`src/rtl/sram_ctrl_pkg.sv`:
```
// sram_ctrl_pkg: shared state encoding and macro geometry for the SRAM port arbiter
package sram_ctrl_pkg;
  localparam int SRAM_ADDR_W = 9;
  localparam int SRAM_DATA_W = 32;
  localparam int SRAM_MASK_W = 4;
  localparam int SRAM_DEPTH  = 512;
  typedef enum logic [1:0] {RST_IDLE, INIT, RUN} state_e;
endpackage

```
`src/rtl/rr_arbiter2.sv`:
```
// rr_arbiter2: two-way round-robin arbiter, pointer moves only on contention
module rr_arbiter2 (
  input  logic       clock,
  input  logic       reset_n,
  input  logic       valid0_i,
  input  logic       valid1_i,
  input  logic       en_i,
  output logic [1:0] gnt_o
);
  logic ptr_q, ptr_d;
  assign gnt_o[0] = en_i & valid0_i & (~valid1_i | ~ptr_q);
  assign gnt_o[1] = en_i & valid1_i & (~valid0_i | ptr_q);
  assign ptr_d = (en_i & valid0_i & valid1_i) ? ~ptr_q : ptr_q;
  // pointer register, req0 preferred out of reset
  always_ff @(posedge clock or negedge reset_n)
    if (!reset_n) ptr_q <= 1'b0;
    else ptr_q <= ptr_d;
endmodule

```
`src/rtl/sram_port_arbiter.sv`:
```
// sram_port_arbiter: zero-fills the macro after reset, then round-robins two requesters onto port 0
module sram_port_arbiter
  import sram_ctrl_pkg::*;
#(
  parameter int ADDR_W  = SRAM_ADDR_W,
  parameter int DATA_W  = SRAM_DATA_W,
  parameter int MASK_W  = SRAM_MASK_W,
  parameter int DEPTH   = SRAM_DEPTH,
  parameter bit INIT_EN = 1'b1
) (
  input  logic              clock,
  input  logic              reset_n,
  input  logic              req0_valid,
  input  logic              req0_we,
  input  logic [ADDR_W-1:0] req0_addr,
  input  logic [MASK_W-1:0] req0_wmask,
  input  logic [DATA_W-1:0] req0_wdata,
  output logic              req0_gnt,
  input  logic              req1_valid,
  input  logic              req1_we,
  input  logic [ADDR_W-1:0] req1_addr,
  input  logic [MASK_W-1:0] req1_wmask,
  input  logic [DATA_W-1:0] req1_wdata,
  output logic              req1_gnt,
  output logic              rsp0_valid,
  output logic [DATA_W-1:0] rsp0_rdata,
  output logic              rsp1_valid,
  output logic [DATA_W-1:0] rsp1_rdata,
  output logic              init_done,
  output logic              sram_csb0,
  output logic              sram_web0,
  output logic [MASK_W-1:0] sram_wmask0,
  output logic [ADDR_W-1:0] sram_addr0,
  output logic [DATA_W-1:0] sram_din0,
  input  logic [DATA_W-1:0] sram_dout0
);
  state_e            state_q, state_d;
  logic [ADDR_W-1:0] cnt_q, cnt_d;
  logic              init_done_q, init_done_d;
  logic              rsp0_valid_q, rsp0_valid_d, rsp1_valid_q, rsp1_valid_d;
  logic [1:0]        gnt;
  rr_arbiter2 u_arb (
    .clock    (clock),
    .reset_n  (reset_n),
    .valid0_i (req0_valid),
    .valid1_i (req1_valid),
    .en_i     (state_q == RUN),
    .gnt_o    (gnt)
  );
  assign req0_gnt   = gnt[0];
  assign req1_gnt   = gnt[1];
  assign rsp0_valid = rsp0_valid_q;
  assign rsp1_valid = rsp1_valid_q;
  assign rsp0_rdata = rsp0_valid_q ? sram_dout0 : '0;
  assign rsp1_rdata = rsp1_valid_q ? sram_dout0 : '0;
  assign init_done  = init_done_q;
  // sequencing: idle cycle, optional fill sweep, then run; responses tag granted reads
  always_comb begin
    state_d      = state_q;
    cnt_d        = cnt_q;
    init_done_d  = init_done_q;
    rsp0_valid_d = gnt[0] & ~req0_we;
    rsp1_valid_d = gnt[1] & ~req1_we;
    if (state_q == RST_IDLE) begin
      state_d     = INIT_EN ? INIT : RUN;
      init_done_d = !INIT_EN;
    end
    if (state_q == INIT) begin
      cnt_d = cnt_q + 1'b1;
      if (cnt_q == ADDR_W'(DEPTH - 1)) begin
        state_d     = RUN;
        init_done_d = 1'b1;
      end
    end
  end
  // macro port 0 drive: fill write, granted requester, or idle
  always_comb begin
    sram_csb0   = 1'b1;
    sram_web0   = 1'b1;
    sram_wmask0 = '0;
    sram_addr0  = '0;
    sram_din0   = '0;
    if (state_q == INIT) begin
      sram_csb0   = 1'b0;
      sram_web0   = 1'b0;
      sram_wmask0 = '1;
      sram_addr0  = cnt_q;
    end else if (gnt[0]) begin
      sram_csb0   = 1'b0;
      sram_web0   = ~req0_we;
      sram_wmask0 = req0_wmask;
      sram_addr0  = req0_addr;
      sram_din0   = req0_wdata;
    end else if (gnt[1]) begin
      sram_csb0   = 1'b0;
      sram_web0   = ~req1_we;
      sram_wmask0 = req1_wmask;
      sram_addr0  = req1_addr;
      sram_din0   = req1_wdata;
    end
  end
  // state, fill counter and response flags; reset drops any pending response
  always_ff @(posedge clock or negedge reset_n)
    if (!reset_n) begin
      state_q      <= RST_IDLE;
      cnt_q        <= '0;
      init_done_q  <= 1'b0;
      rsp0_valid_q <= 1'b0;
      rsp1_valid_q <= 1'b0;
    end else begin
      state_q      <= state_d;
      cnt_q        <= cnt_d;
      init_done_q  <= init_done_d;
      rsp0_valid_q <= rsp0_valid_d;
      rsp1_valid_q <= rsp1_valid_d;
    end
endmodule

```
`config.mk`:
```
export PLATFORM = sky130hd
export DESIGN_NAME = sram_port_arbiter
export DESIGN_NICKNAME = d
export VERILOG_FILES = /design/src/rtl/sram_ctrl_pkg.sv /design/src/rtl/rr_arbiter2.sv /design/src/rtl/sram_port_arbiter.sv
export SDC_FILE = /design/constraint.sdc
export NUM_CORES = 1
export LEC_CHECK = 0
export BUFFER_PORTS_ARGS = -buffer_cell sky130_fd_sc_hd__buf_2
export CAP_MARGIN = 20
export CELL_PAD_IN_SITES_DETAIL_PLACEMENT = 0
export CELL_PAD_IN_SITES_GLOBAL_PLACEMENT = 1
export CORE_MARGIN = 2
export CORE_UTILIZATION = 20
export DETAILED_ROUTE_END_ITERATION = 16
export PLACE_DENSITY_LB_ADDON = 0.1
export SETUP_SLACK_MARGIN = 0.15
export SLEW_MARGIN = 25
export SYNTH_ARGS = -nofsm -noshare
export SYNTH_HDL_FRONTEND = slang
export SYNTH_SLANG_ARGS = --single-unit
```
`constraint.sdc`:
```
create_clock -name clock -period 2.2 [get_ports clock]
set_clock_uncertainty 0.2 [all_clocks]
set_input_delay 0.22 -clock clock [delete_from_list [all_inputs] [get_ports clock]]
set_output_delay 0.22 -clock clock [all_outputs]
set_load 0.01 [all_outputs]
```
# Yosys cells after proc, flatten, opt, wreduce, memory -nomap -nowiden
# Index checks and enable logic that the tools add are counted.
# word_totals
regBits	15
input_bits	128
out_inout_bits	116
wordCells	48
# classes
add_sub_neg	1
n_eq_ne	3
n_mux	23
bitwise	14
reduce_logical	1
# op_table
operator	count
32-bit two-way mux	5
9-bit two-way mux	3
4-bit two-way mux	3
9-bit by 1-bit adder with 9-bit output, second input constant	1
9-bit == test, second input constant	1
1-bit two-way mux	9
1-bit bitwise AND	7
2-bit two-way mux	3
1-bit inverter	5
2-bit by 1-bit == test with 1-bit output, second input constant	1
2-bit == test, second input constant	1
2-bit logical NOT	1
1-bit bitwise OR	2

# Longest topological paths before layout
# Gate-level depths: netlist of run 1.
# depth
depth_word	6
depth_mapped	6
depth_no_buf	6

# Modules after synthesis
# A second synthesis of run 1 with hierarchy kept.
# hier_totals
cells_unflattened	246
hier_area_um2	1796.7
# modules_own_cells
mod	n_inst	cells_each	area_per_inst_um2	seq_area_each_um2
sram_port_arbiter	1	238	1736.7	350.3
rr_arbiter2	1	8	60.1	25.0

# Worst setup path after synthesis of run 1
# No wires, ideal clock.
# synth_path
path_type	register to output
from	reg state_q[0]
to	out sram_din0[23]
arrival_ns	1.281
t_required_ns	1.780
setup_slack_ns	0.499
path_stages_with_launch	6
n_path_buf	1
cell_sequence	dfrtp_1 and3b_4 nand2_4 inv_4 buf_2 a22o_1
# synth_between
elab_cells_between_ends	9
classes_between	eq/ne (2); mux (3); bitwise (4)
# synth_lines
element	line_no	rtl
start: declaration	sram_port_arbiter.sv:37	state_e state_q, state_d;
start signal: assignment	sram_port_arbiter.sv:111	state_q <= state_d;
2-bit == test	sram_port_arbiter.sv:47	.en_i (state_q == RUN),
1-bit bitwise AND (2 in series)	rr_arbiter2.sv:11	assign gnt_o[0] = en_i & valid0_i & (~valid1_i | ~ptr_q);
via req0_gnt	sram_port_arbiter.sv:18	output logic req0_gnt,
32-bit two-way mux	sram_port_arbiter.sv:88	end else if (gnt[0]) begin
32-bit two-way mux	sram_port_arbiter.sv:83	if (state_q == INIT) begin
end: declaration	sram_port_arbiter.sv:34	output logic [DATA_W-1:0] sram_din0,
# The timed path passes the listed nets, and every way through them passes these cells.

# Worst setup path after layout of run 1
# layout_path
from	reg state_q[0]
to	out sram_din0[9]
# layout_between
elab_chain_cells	6
elab_cells_between_ends	9
classes_between	eq/ne (2); mux (3); bitwise (4)
# layout_rtl
element	line_no	rtl
2-bit == test	sram_port_arbiter.sv:47	
1-bit bitwise AND (2 in series)	rr_arbiter2.sv:12	assign gnt_o[1] = en_i & valid1_i & (~valid0_i | ptr_q);
32-bit two-way mux	sram_port_arbiter.sv:94	end else if (gnt[1]) begin
32-bit two-way mux	sram_port_arbiter.sv:88	
32-bit two-way mux (*)	sram_port_arbiter.sv:83	
# Mark *: on every way between the ends. The rest lies on a longest branch, timed or not.

==> summary.md, run 1 <==
| Metric | Value |
|---|---|
| Status | complete, no violations |
| Sw frac | 23.1% |
| Reg2reg path depth | 5 |
| DRC | 0 |
| VDD IR max | 0.341 mV |
| CP Launch Type | flop |
| Area of the multi-input gates | 0.00122 mm^2 |
| Worst Tran Pin Value | 358 ps |
| CP Class | reg -> out |
| Power density over the cells | 189 mW/mm^2 |
| Final instance area | 0.00336 mm^2 |
| CP endpoint kind | primary output |
| Most used DFF post-synth | dfrtp_1 |
| Sequential area share after synthesis | 22.3% |
| Combinational Power Share | 21.1% |
| Slowest stage delay, CP | 390 ps |
| Area taken by flip-flops and latches | 375 um^2 |
| Commonest cells in the netlist | and2_1 (71), a22o_1 (32), dfrtp_1 (15), a221o_1 (12), nand2_1 (11) |
| First-pass GRT wire length | 12800 um |
| Initial antenna violation count | 0 |
| Worst hold endpoint | u_arb.ptr_q |
| I/O pin count | 244 |
| RSZ-0062 raised after global routing | true |
| Post-synth EDFFs | 0 |
| Sw Pwr | 0.000147 W |
| Core box area | 0.00818 mm^2 |
| Drt wl/cell | 17.3 um |
| Die area | 0.00918 mm^2 |
| Nets | 590 |
| RR Endpoint | cnt_q[3] |
| Rel. slew slack | 76.1% |
| Post-Syn Area | 0.00169 mm^2 |
| Setup TNS | 0 ps |
| Unique masters post-synth | 32 |
| Async S/R FF share, synth | 100% |
| Fillers | 867 |
| Starting density of the core | 20.6% |
| Period utilization | 95.2% |
| Synth area leaders | and2_1 (26%), dfrtp_1 (22%), a22o_1 (17%), a221o_1 (7.1%), buf_6 (3.3%) |
| Post-DRT Antenna Nets | 0 |
| Vias | 2547 |
| Routability cong. | 0.816 |
| Syn Nets | 332 |
| Worst setup margin | 105 ps |
| Worst path cell trace | and2b_4, and3_4, clkbuf_16, a22o_1, buf_2 |
| H-tree levels | 1 |
| Worst EP required | 1780 ps |
| Num CTS Buffers | 3 |
| Register bit count reported by yosys | 15 |
| CP Max Fanout | 7 |
| Sequential power share | 43.5% |
| Detailed Routing Iterations Pass 1 | 4 |
| Pin count of the biggest net entering global routing | 34 |
| Hold path start | req1_valid |
| Die Span Y | 95.8 um |
| DP HPWL | 7420 um |
| Clock tree from TritonCTS | done |
| Synthesized area per cell | 8.34 um^2 |
| GRT Overall Usage | 18.3% |
| CP max-delay cell | dfrtp_1 |
| Synth Warn # | 0 |
| Crit path arrival time | 1680 ps |
| Leakage | 2.06 nW |
| Worst r2r src | state_q[1] |
| Clock network fraction of total power | 35.4% |
| Crit path time final | 2100 ps |
| Achievable frequency | 0.477 GHz |
| Synth top area share | 26.4% |
| Slew Limit Fails | 0 |
| Most frequent cell after synthesis | and2_1 |
| Diodes inserted | 0 |
| Maximum Capacitance Violations | 0 |
| Vias per cell | 4.52 |
| P_int | 0.000488 W |
| Share of layout cells above drive strength 1 | 60.8% |
| # setup viols final | 0 |
| Longest Clk Path Bufs | 2 |
| Cell accounting for the most synthesized area | and2_1 |
| Clock transition at path regs | 60 ps |
| Hold depth | 3 |
| FF-to-FF setup slack | 520 ps |
| Pre-CTS WS | 199 ps |
| Cell row count | 33 |
| WL final | 9750 um |
| Sinks on Clock Net | 15 |
| Grt ovf | 0 |
| Final Hold Viols | 0 |
| PortBufs | 243 |
| DR iter-0 viols | 46 |
| Die W | 95.8 um |
| Number of global-route vias before repair | 2291 |
| Post-Synthesis Cells | 202 |
| Clk_lat worst skew | 250 ps |
| Worst hold path type | in -> reg |
| Root Buffer | clkbuf_8 |
| Area delta synth->final | 99.3% |
| Area after DPL | 0.00300 mm^2 |
metrics by stage:
step                      cells  util, %  power (W)  hold slack (ps)
after floorplan             202        -   0.000283             -276
after global placement      537     36.6   0.000409            -51.6
after detailed placement    537     36.6   0.000408            -46.4
after CTS                   558     39.8   0.000642              108
after global routing        564     41.1   0.000662              121
final                       564     41.1   0.000635              111
power groups by stage:
stage | Sequential [W] | Combinational (W) | Clock, W
after floorplan | 0.000281 | 0.00000239 | 0
after global placement | 0.000281 | 0.000128 | 0
after detailed placement | 0.000281 | 0.000127 | 0
after CTS | 0.000276 | 0.000135 | 0.000231
after global routing | 0.000276 | 0.000149 | 0.000238
final | 0.000276 | 0.000134 | 0.000225
timing repair:
item,CTS,global route
pin swaps,0,3
buffers inserted,11,2
cloned,3,4
hold endpoints to repair,17,0
setup endpoints to repair,43,45
hold buffers,3,0
gates resized for setup,8,5
critical path, delay by kind of cell, from the launching register on:
kind,cells,cell delay [ps]
buf+inv,2,310
flops,1,390
compound gates,1,130
simple gates,2,590
cell usage in the layout, fill, tap and decap left out, drive strengths merged, types with 2 or more instances in the layout:
cell type / netlist / layout
buf: 11 / 263
and2: 72 / 72
a22o: 32 / 32
dfrtp: 15 / 15
a221o: 12 / 12
nand2: 12 / 12
clkbuf: 7 / 7
nand4: 5 / 5
xnor2: 5 / 5
nor2: 3 / 3
a21oi: 3 / 3
dlygate4sd3: 0 / 3
nor2b: 3 / 3
nor3: 3 / 3
and3: 2 / 3
nand3: 2 / 2
xor2: 2 / 2
ha: 2 / 2
inv: 1 / 2
nand2b: 2 / 2
kinds of logic (layout without fill, tap and decap cells):
logic type               Yosys count  after routing  synth area share (%)
AND/OR/NAND/NOR                  107            108                  38.8
AO/OA/AOI/OAI                     52             52                  26.8
buffers and inverters             19            275                  7.05
flip-flops                        15             15                  22.3
XOR/XNOR                           7              7                  3.64
adder cells (fa/ha/maj)            2              2                  1.48
layer usage:
metal | vias up | global-route usage [%] | part of all wire (%)
li1 | 1241 | - | -
met1 | 1181 | 21.9 | 39
met2 | 117 | 33.7 | 53
met3 | 8 | 4.07 | 7.9
met4 | 0 | 3.33 | 0.78
met5 | - | 0 | 0
flip-flops by register name, indices dropped and copies added (netlist names):
register,cells
state_q,2
rsp1_valid,1
init_done,1
cnt_q,9
rsp0_valid,1
u_arb.ptr_q,1
worst max-delay path by stage:
stage | startpoint | endpoint | slack (ps)
after floorplan | state_q[0] | sram_din0[23] | 500
after global placement | state_q[0] | sram_din0[26] | 240
after detailed placement | state_q[0] | sram_din0[26] | 200
after global routing | state_q[0] | sram_din0[12] | 50
after CTS | state_q[0] | sram_din0[26] | 90
final | state_q[0] | sram_din0[9] | 100
area by class of cell:
| type | instances | area share, % |
|---|---|---|
| Timing Repair Buffer | 269 | 46.6 |
| Multi-Input combinational cell | 169 | 36.4 |
| Sequential cell | 15 | 11.2 |
| Tap cell | 105 | 3.91 |
| Clock buffer | 4 | 1.34 |
| Inverter | 1 | 0.335 |
| Timing Repair inverter | 1 | 0.261 |
Power figures use the tool's default switching activity.
==> run 2, diff against run 1 <==
CELL_PAD_IN_SITES_DETAIL_PLACEMENT = unset   (was 0)
CELL_PAD_IN_SITES_GLOBAL_PLACEMENT = unset   (was 1)
CORE_AREA = 2 2 94 96   (was unset)
CORE_MARGIN = unset   (was 2)
CORE_UTILIZATION = unset   (was 20)
DIE_AREA = 0 0 96 98   (was unset)
PLACE_DENSITY_LB_ADDON = unset   (was 0.1)
==> summary.md, run 2 (synthesized netlist as in run 1, its figures left out) <==
| Metric | Value |
|---|---|
| Initial antenna violation count | 0 |
| Leakage | 2.00 nW |
| Crit path arrival time | 1680 ps |
| Root Buffer | clkbuf_8 |
| Worst Tran Pin Value | 748 ps |
| Clk_lat worst skew | 250 ps |
| Worst EP required | 1780 ps |
| DR iter-0 viols | 62 |
| Slew Limit Fails | 0 |
| Period utilization | 95.3% |
| FF-to-FF setup slack | 560 ps |
| Worst hold path type | in -> reg |
| Die W | 96 um |
| Sw frac | 23.3% |
| Hold path start | req1_valid |
| Combinational Power Share | 21.1% |
| Grt ovf | 0 |
| Drt wl/cell | 15.2 um |
| Sequential power share | 43.3% |
| Final core occ | 38.7% |
| Routability cong. | 0.820 |
| VDD IR max | 0.277 mV |
| Share of layout cells above drive strength 1 | 61.3% |
| Clock tree from TritonCTS | done |
| CP endpoint kind | primary output |
| Area delta synth->final | 94.4% |
| Final Hold Viols | 0 |
| Num CTS Buffers | 3 |
| Maximum Capacitance Violations | 0 |
| Core box area | 0.00847 mm^2 |
| Setup TNS | 0 ps |
| Die area | 0.00941 mm^2 |
| CP Max Fanout | 11 |
| Status | complete, no violations |
| Worst hold endpoint | u_arb.ptr_q |
| Nets | 583 |
| Sinks on Clock Net | 15 |
| Reg2reg path depth | 6 |
| Die Span Y | 98 um |
| CP Class | reg -> out |
| I/O pin count | 244 |
| Worst r2r src | cnt_q[0] |
| Cell row count | 34 |
| WL final | 8520 um |
| Clock transition at path regs | 60 ps |
| Post-DRT Antenna Nets | 0 |
| Number of global-route vias before repair | 2281 |
| Max FFs per register | 9 |
| PortBufs | 243 |
| First-pass GRT wire length | 11800 um |
| Most common cell after layout, fill and taps aside | buf_2 |
| Longest Clk Path Bufs | 2 |
| # setup viols final | 0 |
| Worst setup margin | 104 ps |
| CP Launch Type | flop |
| Pre-CTS WS | 114 ps |
| Vias per cell | 4.57 |
| DP HPWL | 6470 um |
| Pin count of the biggest net entering global routing | 34 |
| Power density over the cells | 194 mW/mm^2 |
| Sw Pwr | 0.000148 W |
| DRC | 0 |
| H-tree levels | 1 |
| RR Endpoint | init_done |
| Detailed Routing Iterations Pass 1 | 4 |
| P_int | 0.000488 W |
| RSZ-0062 raised after global routing | true |
| Diodes inserted | 0 |
| Largest registers | cnt_q x9, state_q x2 |
| Crit path time final | 2100 ps |
| Rel. slew slack | 50.1% |
| Vias | 2557 |
| Clock network fraction of total power | 35.6% |
| GRT Overall Usage | 15.9% |
| Hold depth | 3 |
| Achievable frequency | 0.477 GHz |
| Starting density of the core | 19.9% |
| Top reg by flops | cnt_q |
| Leading cell types in the layout, fill and taps excluded | buf_2 (243), and2_1 (71), a22o_1 (30), dfrtp_1 (14), a221o_1 (12) |
## run 2: cell types whose count changed in the layout (fill, tap and decap cells not counted), sizes merged
cell    previous run  this run
and3               3         2
buf              263       257
clkbuf             7         5
inv                2         4
## run 2: power groups by stage
| stage | Combinational [W] | Sequential, W | Clock (W) |
|---|---|---|---|
| floorplan | 0.00000239 | 0.000281 | 0 |
| global placement | 0.000127 | 0.000281 | 0 |
| detailed placement | 0.000127 | 0.000281 | 0 |
| CTS | 0.000134 | 0.000276 | 0.000234 |
| global route | 0.000147 | 0.000276 | 0.000244 |
| finish | 0.000134 | 0.000276 | 0.000226 |
## run 2: what timing repair did
action                                 4_1_cts  5_1_grt
buffers inserted                             7        1
pin swaps                                   13        1
hold buffers                                 3        0
resized for setup                           16        6
gates cloned                                 4        2
endpoints found under the hold margin       17        0
setup endpoints to repair                   46       49
## run 2: worst max-delay path: stages (launching register included)
cell,delay (ps)
dfrtp_2,420
buf_6,120
and3b_4,200
nand2_8,160
inv_6,80
a22o_4,280
buf_2,140
## run 2: layout make-up
type	count	area (um^2)
Timing Repair inverter	3	31.3
Multi-Input combinational cell	168	1240
Sequential cell	15	377
Tap cell	108	135
Inverter	1	20.0
Fill cell	908	5190
Timing Repair Buffer	261	1430
Clock buffer	4	45.0
## run 2: metrics by stage
step	hold slack (ps)	instance area [um^2]	instances	power [W]
3_3_place_gp	-53.2	2970	539	0.000408
6_report	67.9	3280	560	0.000637
2_1_floorplan	-276	1690	202	0.000283
3_5_place_dp	-51.5	2970	539	0.000408
5_1_grt	61.5	3280	560	0.000667
4_1_cts	55.9	3220	557	0.000643
## run 2: worst max path at each step
stage / startpoint / endpoint / slack (ps) / cells past startpoint
after floorplan: state_q[0] / sram_din0[23] / 500 / 5
after global placement: state_q[0] / sram_din0[18] / 170 / 5
after CTS: state_q[1] / sram_din0[29] / 110 / 6
after detailed placement: state_q[0] / sram_din0[22] / 110 / 5
after global routing: state_q[1] / sram_din0[22] / 50 / 6
final: state_q[1] / sram_din0[22] / 100 / 6
## run 2: routing by layer
| metal | part of all wire [%] | wire, um | global-route usage (%) |
|---|---|---|---|
| met1 | 43 | 3680 | 20.4 |
| met2 | 48 | 4080 | 27.1 |
| met3 | 7.5 | 641 | 2.85 |
| met4 | 1.4 | 123 | 3.96 |
| met5 | 0 | 0 | 0 |
==> run 3, diff against run 2 <==
==> constraint.sdc (replaced) <==
create_clock -name clock -period 2.2 [get_ports clock]
set_clock_uncertainty 0.2 [all_clocks]
set_input_delay 0.33 -clock clock [delete_from_list [all_inputs] [get_ports clock]]
set_output_delay 0.33 -clock clock [all_outputs]
set_load 0.01 [all_outputs]
==> summary.md, run 3 (synthesized netlist as in run 1, its figures left out) <==
| Metric | Value |
|---|---|
| Pin count of the biggest net entering global routing | 34 |
| CP Max Fanout | 6 |
| Clock tree from TritonCTS | done |
| Diodes inserted | 0 |
| Die Span Y | 98 um |
| Setup TNS | -571 ps |
| Worst EP required | 1670 ps |
| CP Class | reg -> out |
| Starting density of the core | 19.9% |
| Crit path time final | 2240 ps |
| Slew Limit Fails | 0 |
| Failing checks | negative setup slack |
| Fillers | 916 |
| CP max-delay cell | dfrtp_1 |
| Nets | 582 |
| Number of global-route vias before repair | 2293 |
| Die W | 96 um |
| Combinational Power Share | 20.5% |
| Routability cong. | 0.807 |
| Longest Clk Path Bufs | 2 |
| Num CTS Buffers | 3 |
| Clock transition at path regs | 60 ps |
| WL final | 8960 um |
| First-pass GRT wire length | 12000 um |
| Leakage | 2.02 nW |
| Die area | 0.00941 mm^2 |
| WHS | 49.6 ps |
| Root Buffer | clkbuf_8 |
| Worst Tran Pin Value | 341 ps |
| Status | finished with violations |
| Final Hold Viols | 0 |
| Worst setup margin | -38.2 ps |
| H-tree levels | 1 |
| Period utilization | 102% |
| Slowest stage delay, CP | 410 ps |
| Most common cell after layout, fill and taps aside | buf_2 |
| Critical path buffer and inverter count | 2 |
| Area taken by flip-flops and latches | 375 um^2 |
| Top reg by flops | cnt_q |
| PortBufs | 243 |
| Achievable frequency | 0.447 GHz |
| CP Launch Type | flop |
| Leading cell types in the layout, fill and taps excluded | buf_2 (232), and2_1 (71), a22o_1 (32), dfrtp_1 (15) |
| Clk_lat worst skew | 250 ps |
| Sequential power share | 43.8% |
| Power density over the cells | 187 mW/mm^2 |
| Drt wl/cell | 16.0 um |
| Vias | 2506 |
| Largest registers | cnt_q x9, state_q x2 |
| Detailed Routing Iterations Pass 1 | 4 |
| Post-DRT Antenna Nets | 0 |
| I/O pin count | 244 |
| CP top delay family | simple AND/OR/NAND/NOR gates |
| Area delta synth->final | 100% |
| Clock network fraction of total power | 35.7% |
| Rel. slew slack | 77.3% |
| Worst hold path type | in -> reg |
| Core box area | 0.00847 mm^2 |
| CP endpoint kind | primary output |
| Sw frac | 22.9% |
| DRC | 0 |
| # setup viols final | 28 |
| Worst path cell trace | and2b_4, and3_4, clkbuf_16, a22o_1, buf_2 |
| Maximum Capacitance Violations | 0 |
| Sinks on Clock Net | 15 |
| Crit path arrival time | 1710 ps |
| GRT Overall Usage | 16.3% |
| Cell row count | 34 |
| DR iter-0 viols | 68 |
| RSZ-0062 raised after global routing | true |
| Area of the multi-input gates | 0.00122 mm^2 |
| Max FFs per register | 9 |
| VDD IR max | 0.309 mV |
| DP HPWL | 6450 um |
| Initial antenna violation count | 0 |
| Sw Pwr | 0.000144 W |
| Share of layout cells above drive strength 1 | 61.2% |
| Vias per cell | 4.48 |
| Final core occ | 39.9% |
| P_int | 0.000486 W |
| Grt ovf | 0 |
run 3: cell count changes in the layout (fill, tap and decap cells not counted), sizes merged:
cell,before,now
inv,4,1
clkbuf,5,8
buf,257,258
dlygate4sd3,3,1
run 3: what timing repair did:
item                       CTS  global route
setup endpoints to repair   47            49
cloned                       3             4
pin swaps                    2             6
buffers inserted             3             4
hold endpoints to repair    15             0
resized for setup            5            25
hold buffers                 1             0
run 3: power groups by stage:
stage / logic (W) / clock network [W] / registers (W)
floorplan: 0.00000239 / 0 / 0.000281
global placement: 0.000125 / 0 / 0.000281
detailed placement: 0.000126 / 0 / 0.000281
CTS: 0.000129 / 0.000229 / 0.000276
global route: 0.000142 / 0.000245 / 0.000276
finish: 0.000129 / 0.000225 / 0.000276
run 3: final timing paths:
| path | end | depth (start not counted) | from | slack [ps] |
|---|---|---|---|---|
| max | sram_din0[28] | 5 | state_q[0] | -40 |
| min | rsp0_valid | 2 | req0_we | 50 |
| max reg2reg | rsp1_valid | 5 | state_q[0] | 510 |
| min in group asynchronous | state_q[1] | 2 | reset_n | 320 |
| max in group asynchronous | cnt_q[7] | 2 | reset_n | 1230 |
| min reg2reg | cnt_q[7] | 1 | cnt_q[7] | 290 |
run 3: final cells by class:
class                      instances  share of cell area [%]
inverter                           1                   0.260
tap                              108                    4.00
sequential                        15                    11.1
timing repair buffer             263                    47.2
multi-input combinational        168                    36.1
clock buffer                       4                    1.33
run 3: metrics by stage:
| stage | cell area, um^2 | instances | total power, W | setup WS, ps |
|---|---|---|---|---|
| global route | 3370 | 559 | 0.000663 | -101 |
| CTS | 3160 | 551 | 0.000634 | 0.387 |
| finish | 3370 | 559 | 0.000630 | -38.2 |
| global placement | 2990 | 540 | 0.000406 | 252 |
| floorplan | 1690 | 202 | 0.000283 | 389 |
| detailed placement | 2990 | 540 | 0.000407 | 222 |
run 3: routing by layer:
metal / vias up / part of all wire, % / track usage (%)
li1: 1224 / - / -
met1: 1163 / 43 / 20.2
met2: 107 / 48 / 27.7
met3: 12 / 7.7 / 3.86
met4: 0 / 1.8 / 4.84
met5: - / 0 / 0
